`config.mk`:
```
export PLATFORM = sky130hd
export DESIGN_NAME = spi_frame_sequencer_flat
export DESIGN_NICKNAME = d
export VERILOG_FILES = /design/src/rtl/spi_frame_sequencer_if.sv /design/src/rtl/spi_frame_sequencer.sv /design/src/flat_wrapper.sv
export SDC_FILE = /design/constraint.sdc
export NUM_CORES = 1
export LEC_CHECK = 0
export ABC_AREA = 1
export CAP_MARGIN = 20
export CORE_UTILIZATION = 60
export DETAILED_ROUTE_END_ITERATION = 8
export PLACE_DENSITY = 0.86
export SKIP_CTS_REPAIR_TIMING = 1
export SLEW_MARGIN = 20
export SYNTH_ARGS = -nofsm -noshare
export SYNTH_HDL_FRONTEND = slang
export SYNTH_SLANG_ARGS = --single-unit
```
`constraint.sdc`:
```
create_clock -name CLK100MHZ -period 7.1 [get_ports CLK100MHZ]
set_clock_uncertainty 0.05 [all_clocks]
set_input_delay 2.13 -clock CLK100MHZ [delete_from_list [all_inputs] [get_ports CLK100MHZ]]
set_output_delay 2.13 -clock CLK100MHZ [all_outputs]
set_load 0.02 [all_outputs]
```
`src/rtl/spi_frame_sequencer_if.sv`:
```
// Groups the command/status handshake and the logical SPI lines of the frame sequencer.
// The master is the DAC control side; the slave is the sequencer itself.
interface spi_frame_sequencer_if #(
  parameter int unsigned DATA_WIDTH    = 24,
  parameter int unsigned CLK_DIV_WIDTH = 8,
  parameter int unsigned NUM_CS        = 1
);
  logic                     start;
  logic                     ready;
  logic [DATA_WIDTH-1:0]    data_in;
  logic [CLK_DIV_WIDTH-1:0] clk_div;
  logic                     cpha;
  logic                     lsb_first;
  logic [NUM_CS-1:0]        cs_sel;
  logic                     sdi;
  logic                     sck_next;
  logic                     cs_next;
  logic                     sdo;
  logic [NUM_CS-1:0]        cs_val;
  logic                     slave_en;
  logic                     busy;
  logic                     done;
  logic [DATA_WIDTH-1:0]    rx_data;

  modport master (
    output start, data_in, clk_div, cpha, lsb_first, cs_sel, sdi,
    input  ready, sck_next, cs_next, sdo, cs_val, slave_en, busy, done, rx_data
  );

  modport slave (
    input  start, data_in, clk_div, cpha, lsb_first, cs_sel, sdi,
    output ready, sck_next, cs_next, sdo, cs_val, slave_en, busy, done, rx_data
  );
endinterface

```
`src/rtl/spi_frame_sequencer.sv`:
```
// Serialises one word per SPI frame (SETUP, 2N half-periods of SHIFT, HOLD, GAP) in logical
// polarity and captures the read-back word; every output is a flop fed from next-state values.
module spi_frame_sequencer #(
  parameter int unsigned DATA_WIDTH    = 24,
  parameter int unsigned CLK_DIV_WIDTH = 8,
  parameter int unsigned NUM_CS        = 1
) (
  input  logic                CLK100MHZ,
  input  logic                resetn,
  spi_frame_sequencer_if.slave bus
);

  localparam int unsigned HALF_W = $clog2(2 * DATA_WIDTH);
  localparam int unsigned BIT_W  = $clog2(DATA_WIDTH);
  localparam logic [HALF_W-1:0] LAST_HALF = HALF_W'(2 * DATA_WIDTH - 1);
  localparam logic [BIT_W-1:0]  LAST_BIT  = BIT_W'(DATA_WIDTH - 1);

  typedef enum logic [2:0] {
    ST_IDLE,
    ST_SETUP,
    ST_SHIFT,
    ST_HOLD,
    ST_GAP
  } state_e;

  state_e                   state_q, state_d;
  logic [CLK_DIV_WIDTH-1:0] cnt_q, cnt_d;
  logic [HALF_W-1:0]        half_q, half_d;
  logic [CLK_DIV_WIDTH-1:0] div_q, div_d;
  logic                     cpha_q, cpha_d;
  logic                     lsb_q, lsb_d;
  logic [DATA_WIDTH-1:0]    tx_q, tx_d;
  logic [DATA_WIDTH-1:0]    rx_shift_q, rx_shift_d;
  logic [NUM_CS-1:0]        cs_val_q, cs_val_d;
  logic                     sck_q, sck_d;
  logic                     cs_q, cs_d;
  logic                     sdo_q, sdo_d;
  logic [DATA_WIDTH-1:0]    rx_data_q, rx_data_d;
  logic                     busy_q, busy_d;
  logic                     done_q, done_d;
  logic                     ready_q, ready_d;
  logic                     slave_en_q, slave_en_d;

  logic                     accept;
  logic                     half_last;
  logic [BIT_W-1:0]         tx_bit;

  // Wire position of the k-th transmitted (or received) bit.
  function automatic logic [BIT_W-1:0] bit_pos(input logic lsb, input logic [BIT_W-1:0] k);
    return lsb ? k : LAST_BIT - k;
  endfunction

  // Next-state logic: sequencing, parameter latch and read-back assembly.
  always_comb begin
    state_d    = state_q;
    cnt_d      = cnt_q;
    half_d     = half_q;
    div_d      = div_q;
    cpha_d     = cpha_q;
    lsb_d      = lsb_q;
    tx_d       = tx_q;
    rx_shift_d = rx_shift_q;
    cs_val_d   = cs_val_q;
    accept     = bus.start && ready_q;
    half_last  = (cnt_q == div_q);

    case (state_q)
      ST_IDLE:  if (accept) state_d = ST_SETUP;
      ST_SETUP: if (half_last) state_d = ST_SHIFT;
      ST_SHIFT: begin
        if (half_last && (half_q[0] == cpha_q)) begin
          rx_shift_d[bit_pos(lsb_q, BIT_W'(half_q >> 1))] = bus.sdi;
        end
        if (half_last && (half_q == LAST_HALF)) state_d = ST_HOLD;
      end
      ST_HOLD:  if (half_last) state_d = ST_GAP;
      // ready is already high in the final GAP cycle, so a waiting start chains straight on
      ST_GAP:   if (half_last) state_d = accept ? ST_SETUP : ST_IDLE;
      default:  state_d = ST_IDLE;
    endcase

    if (state_q == ST_IDLE || half_last) cnt_d = '0;
    else                                 cnt_d = cnt_q + CLK_DIV_WIDTH'(1);

    if (state_q != ST_SHIFT) half_d = '0;
    else if (half_last)      half_d = half_q + HALF_W'(1);

    if (accept) begin
      div_d    = bus.clk_div;
      cpha_d   = bus.cpha;
      lsb_d    = bus.lsb_first;
      tx_d     = bus.data_in;
      cs_val_d = bus.cs_sel;
    end
  end

  // Output values for the coming cycle, derived from the next state.
  always_comb begin
    tx_bit = '0;
    sdo_d  = 1'b0;
    if (cpha_d)                  tx_bit = BIT_W'(half_d >> 1);
    else if (half_d == LAST_HALF) tx_bit = LAST_BIT;
    else                         tx_bit = BIT_W'((half_d + HALF_W'(1)) >> 1);

    case (state_d)
      ST_SETUP: sdo_d = tx_d[bit_pos(lsb_d, '0)];
      ST_SHIFT: sdo_d = tx_d[bit_pos(lsb_d, tx_bit)];
      ST_HOLD:  sdo_d = tx_d[bit_pos(lsb_d, LAST_BIT)];
      default:  sdo_d = 1'b0;
    endcase

    done_d     = (state_d == ST_GAP) && (cnt_d == div_d);
    ready_d    = (state_d == ST_IDLE) || done_d;
    busy_d     = !ready_d;
    slave_en_d = ready_d;
    sck_d      = (state_d == ST_SHIFT) && !half_d[0];
    cs_d       = state_d inside {ST_SETUP, ST_SHIFT, ST_HOLD};
    rx_data_d  = done_d ? rx_shift_d : rx_data_q;
  end

  always_ff @(posedge CLK100MHZ or negedge resetn) begin
    if (!resetn) begin
      state_q    <= ST_IDLE;
      cnt_q      <= '0;
      half_q     <= '0;
      div_q      <= '0;
      cpha_q     <= 1'b0;
      lsb_q      <= 1'b0;
      tx_q       <= '0;
      rx_shift_q <= '0;
      cs_val_q   <= '0;
      sck_q      <= 1'b0;
      cs_q       <= 1'b0;
      sdo_q      <= 1'b0;
      rx_data_q  <= '0;
      busy_q     <= 1'b0;
      done_q     <= 1'b0;
      ready_q    <= 1'b1;
      slave_en_q <= 1'b1;
    end else begin
      state_q    <= state_d;
      cnt_q      <= cnt_d;
      half_q     <= half_d;
      div_q      <= div_d;
      cpha_q     <= cpha_d;
      lsb_q      <= lsb_d;
      tx_q       <= tx_d;
      rx_shift_q <= rx_shift_d;
      cs_val_q   <= cs_val_d;
      sck_q      <= sck_d;
      cs_q       <= cs_d;
      sdo_q      <= sdo_d;
      rx_data_q  <= rx_data_d;
      busy_q     <= busy_d;
      done_q     <= done_d;
      ready_q    <= ready_d;
      slave_en_q <= slave_en_d;
    end
  end

  assign bus.sck_next = sck_q;
  assign bus.cs_next  = cs_q;
  assign bus.sdo      = sdo_q;
  assign bus.cs_val   = cs_val_q;
  assign bus.rx_data  = rx_data_q;
  assign bus.busy     = busy_q;
  assign bus.done     = done_q;
  assign bus.ready    = ready_q;
  assign bus.slave_en = slave_en_q;

endmodule

```
`src/flat_wrapper.sv`:
```
// flat-port wrapper written by rule: the top's interface ports become plain ports
module spi_frame_sequencer_flat 
#(
  parameter int unsigned DATA_WIDTH    = 24,
  parameter int unsigned CLK_DIV_WIDTH = 8,
  parameter int unsigned NUM_CS        = 1
)
  (CLK100MHZ, resetn, bus_start, bus_data_in, bus_clk_div, bus_cpha, bus_lsb_first, bus_cs_sel, bus_sdi, bus_ready, bus_sck_next, bus_cs_next, bus_sdo, bus_cs_val, bus_slave_en, bus_busy, bus_done, bus_rx_data);
  spi_frame_sequencer_if #(.DATA_WIDTH(DATA_WIDTH), .CLK_DIV_WIDTH(CLK_DIV_WIDTH), .NUM_CS(NUM_CS)) bus_i ();
  input  logic CLK100MHZ;
  input  logic resetn;
  input wire logic [$bits(bus_i.start)-1:0] bus_start;
  input wire logic [$bits(bus_i.data_in)-1:0] bus_data_in;
  input wire logic [$bits(bus_i.clk_div)-1:0] bus_clk_div;
  input wire logic [$bits(bus_i.cpha)-1:0] bus_cpha;
  input wire logic [$bits(bus_i.lsb_first)-1:0] bus_lsb_first;
  input wire logic [$bits(bus_i.cs_sel)-1:0] bus_cs_sel;
  input wire logic [$bits(bus_i.sdi)-1:0] bus_sdi;
  output wire logic [$bits(bus_i.ready)-1:0] bus_ready;
  output wire logic [$bits(bus_i.sck_next)-1:0] bus_sck_next;
  output wire logic [$bits(bus_i.cs_next)-1:0] bus_cs_next;
  output wire logic [$bits(bus_i.sdo)-1:0] bus_sdo;
  output wire logic [$bits(bus_i.cs_val)-1:0] bus_cs_val;
  output wire logic [$bits(bus_i.slave_en)-1:0] bus_slave_en;
  output wire logic [$bits(bus_i.busy)-1:0] bus_busy;
  output wire logic [$bits(bus_i.done)-1:0] bus_done;
  output wire logic [$bits(bus_i.rx_data)-1:0] bus_rx_data;
  assign bus_i.start = bus_start;
  assign bus_i.data_in = bus_data_in;
  assign bus_i.clk_div = bus_clk_div;
  assign bus_i.cpha = bus_cpha;
  assign bus_i.lsb_first = bus_lsb_first;
  assign bus_i.cs_sel = bus_cs_sel;
  assign bus_i.sdi = bus_sdi;
  assign bus_ready = bus_i.ready;
  assign bus_sck_next = bus_i.sck_next;
  assign bus_cs_next = bus_i.cs_next;
  assign bus_sdo = bus_i.sdo;
  assign bus_cs_val = bus_i.cs_val;
  assign bus_slave_en = bus_i.slave_en;
  assign bus_busy = bus_i.busy;
  assign bus_done = bus_i.done;
  assign bus_rx_data = bus_i.rx_data;
  spi_frame_sequencer #(.DATA_WIDTH(DATA_WIDTH), .CLK_DIV_WIDTH(CLK_DIV_WIDTH), .NUM_CS(NUM_CS)) u_core (.CLK100MHZ(CLK100MHZ), .resetn(resetn), .bus(bus_i));
endmodule
```
==> summary.txt <==
Worst setup path
  – Crit-path cells: clkdlybuf4s50_1 > nand2_2 > buf_12 > o21ai_1 > inv_1 > nor3_2 > nand3_1 > nand3_1 > nand2_1 > nand2_1 > inv_1 > nand3_1 > nand3_1 > a21oi_1 > nand2_1 > nand2_1
  – CP peak stage delay: 0.56 ns
  – Slowest CP cell: clkdlybuf4s50_1
  – Crit. path cell count: 16
  – Crit. End Element: register
  – CP startpoint: bus_start
  – Critical path launch point type: input pin
  – Buf+Inv Stages, Crit Path: 4
  – WS Path Type: in2reg
  – Family with the most delay on the worst path: simple AND/OR/NAND/NOR gates
  – CP required: approximately 7.4 ns
  – Worst reg2reg path depth: 16
  – FF-to-FF setup slack: between 3 and 4 ns
  – Reg2reg start: u_core.cnt_q[2]$_DFF_PN0_
  – Reg-to-reg endpoint: u_core.bus.rx_data[23]$_DFFE_PN0P_
  – CP arrival: 4.95 ns
  – CP Max Fanout: 53

Route
  – Residual DRC: 0
  – TritonRoute pass-1 iters: 4
  – Via/cell ratio: approximately 5.2
  – Via count: 4500
  – Wirelength per Cell: 12.7 um
  – Starting DRT DRC Count: 224
  – Routed WL: 10900 um
  – Post-route antenna net violation count: 0

Final layout
  – Final Util: 0.727
  – Fin cells: 859
  – Nets: 789
  – Layout cell share with drive strength beyond 1: 0.0799
  – Final instance area: 0.00634 sq mm
  – # fillers: 651
  – Antenna diodes: 0
  – Synthesis-to-finish area growth: 17.8%

Placement
  – Placed cells: 842
  – Dpl cell area: ~0.006 sq mm
  – GPL Wtd Cong: 0.930
  – Dpl ws: around 1.6 ns
  – Hpwl dp: just under 8000 um
  – Port Buffers: 70

Synth
  – Register area share after synthesis: 0.493
  – Yosys cell types: 38
  – Syn Area/Cell: between 7 and 8 sq um
  – Mapped Area: ~0.0054 sq mm
  – Cells after Synth: 680
  – #FFs+latches synth: 106
  – Syn. warnings: 0
  – Mapped Nets: 723

Floorplan
  – Chip Height: 96.7 um
  – Starting density of the core: 0.617
  – Die width: 96.7 um
  – Full die area: 0.00935 sq mm
  – IO Count: 71
  – Placeable Area: just under 0.009 sq mm
  – Std-Cell Rows: 34

Power and ir drop
  – Lkg Pwr: 3.20 nW
  – Design Power: 1.91 mW
  – P per Cell Area: 301 mW/mm^2
  – VDD IR-drop max: 0.223 mV

Worst hold path
  – HP Start: u_core.bus.rx_data[1]$_DFFE_PN0P_
  – Hold depth: 2
  – Hold crit path type: reg2reg
  – Hold endpoint: u_core.bus.rx_data[1]$_DFFE_PN0P_

Timing
  – Max Slew Vio Count: 0
  – Final worst path period need: 4.68 ns
  – Achievable Freq: 213 MHz
  – Final Hold Fails: 0
  – Worst hold slack: 0.439 ns
  – Actual slew at the worst max-slew pin: roughly 0.66 ns
  – RSZ-0062 raised after global routing: no
  – Tcrit/Tclk final: 0.660
  – Final setup TNS: 0 ns
  – Endpoints failing setup: 0
  – Setup ws final: approximately 2.4 ns
  – Slew HR: 0.558

Clocking
  – Clk_lat worst skew: about 0.37 ns
  – Clock sink count: 106
  – Root buffer cell: clkbuf_8
  – TritonCTS Buffers: 9
  – Clk buf depth: 2
  – Clock transition at the registers of the reported paths: approximately 0.10 ns
  – CTS tree: yes
  – H-tree depth: 3

Job
  – Max_cap viols: 0

GRT
  – Gr usage total: 0.246
  – Largest net degree at the start of global routing: between 60 and 70
  – Global Route met3 Usage: 0.0405
  – Gr busiest metal: met2
  – Met1 Usage GRT: 0.328
  – GRT overflow: 0
  – First-pass GRT wire length: 18900 um
  – GRT met2 Usage: 0.407
  – Initial antenna violation count: 0
  – Number of global-route vias before repair: around 4300

Status
  – Status: finished clean
worst min-delay path: cells and delay by family (launching register included):
family	cells	cell delay (ns)
and+or+nand+nor	2	0.10
DFF	1	0.36
placed cells by master, fill, tap and decap left out, types with 5 or more instances in the layout:
cell type and count:
nand4_1 6, o21a_1 23, xnor2_1 7, nand2_1 202, clkdlybuf4s50_1 69, clkbuf_8 9
inv_1 111, dfrtp_1 105, nand3_1 51, nand2_2 13, a21oi_1 6, nor2_1 37
inv_2 8, nor2_4 5, xor2_1 9, o21ai_0 38, nor3_1 7
registers in the layout (all words and copies together), names as in the netlist:
signal / cells
u_core.bus.rx_data: 24
u_core.rx_shift_q: 24
u_core.tx_q: 24
u_core.cnt_q: 8
u_core.div_q: 8
u_core.half_q: 6
u_core.state_q: 3
u_core.bus.busy: 1
u_core.bus.cs_next: 1
u_core.bus.cs_val: 1
u_core.bus.done: 1
u_core.bus.ready: 1
u_core.bus.sck_next: 1
u_core.bus.sdo: 1
u_core.cpha_q: 1
u_core.lsb_q: 1
layout make-up:
type / instances / area [sq um] / area share
Timing Repair Buffer: 73 / 733 / 0.116
Tap cell: 108 / 135 / 0.0213
Multi-Input combinational cell: 436 / 2180 / 0.344
Sequential cell: 106 / 2650 / 0.419
Clock inverter: 6 / 57.6 / 0.00908
Inverter: 120 / 450 / 0.0710
Clock buffer: 10 / 128 / 0.0201
where the power goes:
| group | leakage, nW | switching (mW) | internal [mW] |
|---|---|---|---|
| combinational | 1.76 | 0.486 | 0.274 |
| clock | 0.0953 | 0.217 | 0.137 |
| sequential | 1.34 | 0.0663 | 0.730 |
logic make-up after synthesis:
logic type | share of synthesized area
AND/OR/NAND/NOR | 0.278
flip-flops | 0.493
AO/OA/AOI/OAI | 0.0879
buffers and inverters | 0.102
XOR/XNOR | 0.0260
multiplexers | 0.00418
adder cells (fa/ha/maj) | 0.00930
how the worst max path moves through the flow:
stage	slack, ns	endpoint
2_1_floorplan	3.13	u_core.bus.sdo$_DFF_PN0_
3_3_place_gp	1.67	u_core.bus.rx_data[1]$_DFFE_PN0P_
3_5_place_dp	1.59	u_core.bus.rx_data[22]$_DFFE_PN0P_
4_1_cts	1.95	u_core.bus.rx_data[11]$_DFFE_PN0P_
5_1_grt	2.10	u_core.bus.sdo$_DFF_PN0_
6_report	2.42	u_core.bus.sdo$_DFF_PN0_
cells in the mapped netlist (all sizes together):
| library cell | count | area, sq um |
|---|---|---|
| a21oi | 6 | 30.0 |
| a32o | 1 | 10.0 |
| and2 | 1 | 6.26 |
| buf | 9 | 65.1 |
| clkbuf | 9 | 33.8 |
| clkinv | 1 | 3.75 |
| dfrtp | 105 | 2630 |
| dfstp | 1 | 26.3 |
| ha | 4 | 50.1 |
| inv | 119 | 447 |
| mux2 | 2 | 22.5 |
| nand2 | 215 | 837 |
| nand3 | 55 | 303 |
| nand4 | 7 | 50.1 |
| nor2 | 43 | 201 |
| nor3 | 10 | 65.1 |
| nor3b | 1 | 12.5 |
| nor4 | 2 | 12.5 |
| o211ai | 1 | 7.51 |
| o21a | 23 | 173 |
| o21ai | 43 | 219 |
| o22ai | 4 | 25.0 |
| o311ai | 1 | 8.76 |
| or2 | 1 | 6.26 |
| xnor2 | 7 | 61.3 |
| xor2 | 9 | 78.8 |
layer usage:
layer,wire length (um),part of all wire,vias up
li1,-,-,2246
met1,4900,0.45,2129
met2,5390,0.49,102
met3,421,0.038,23
met4,223,0.020,0
met5,0,0,-
Note: power is estimated with default switching activity, not from simulation.
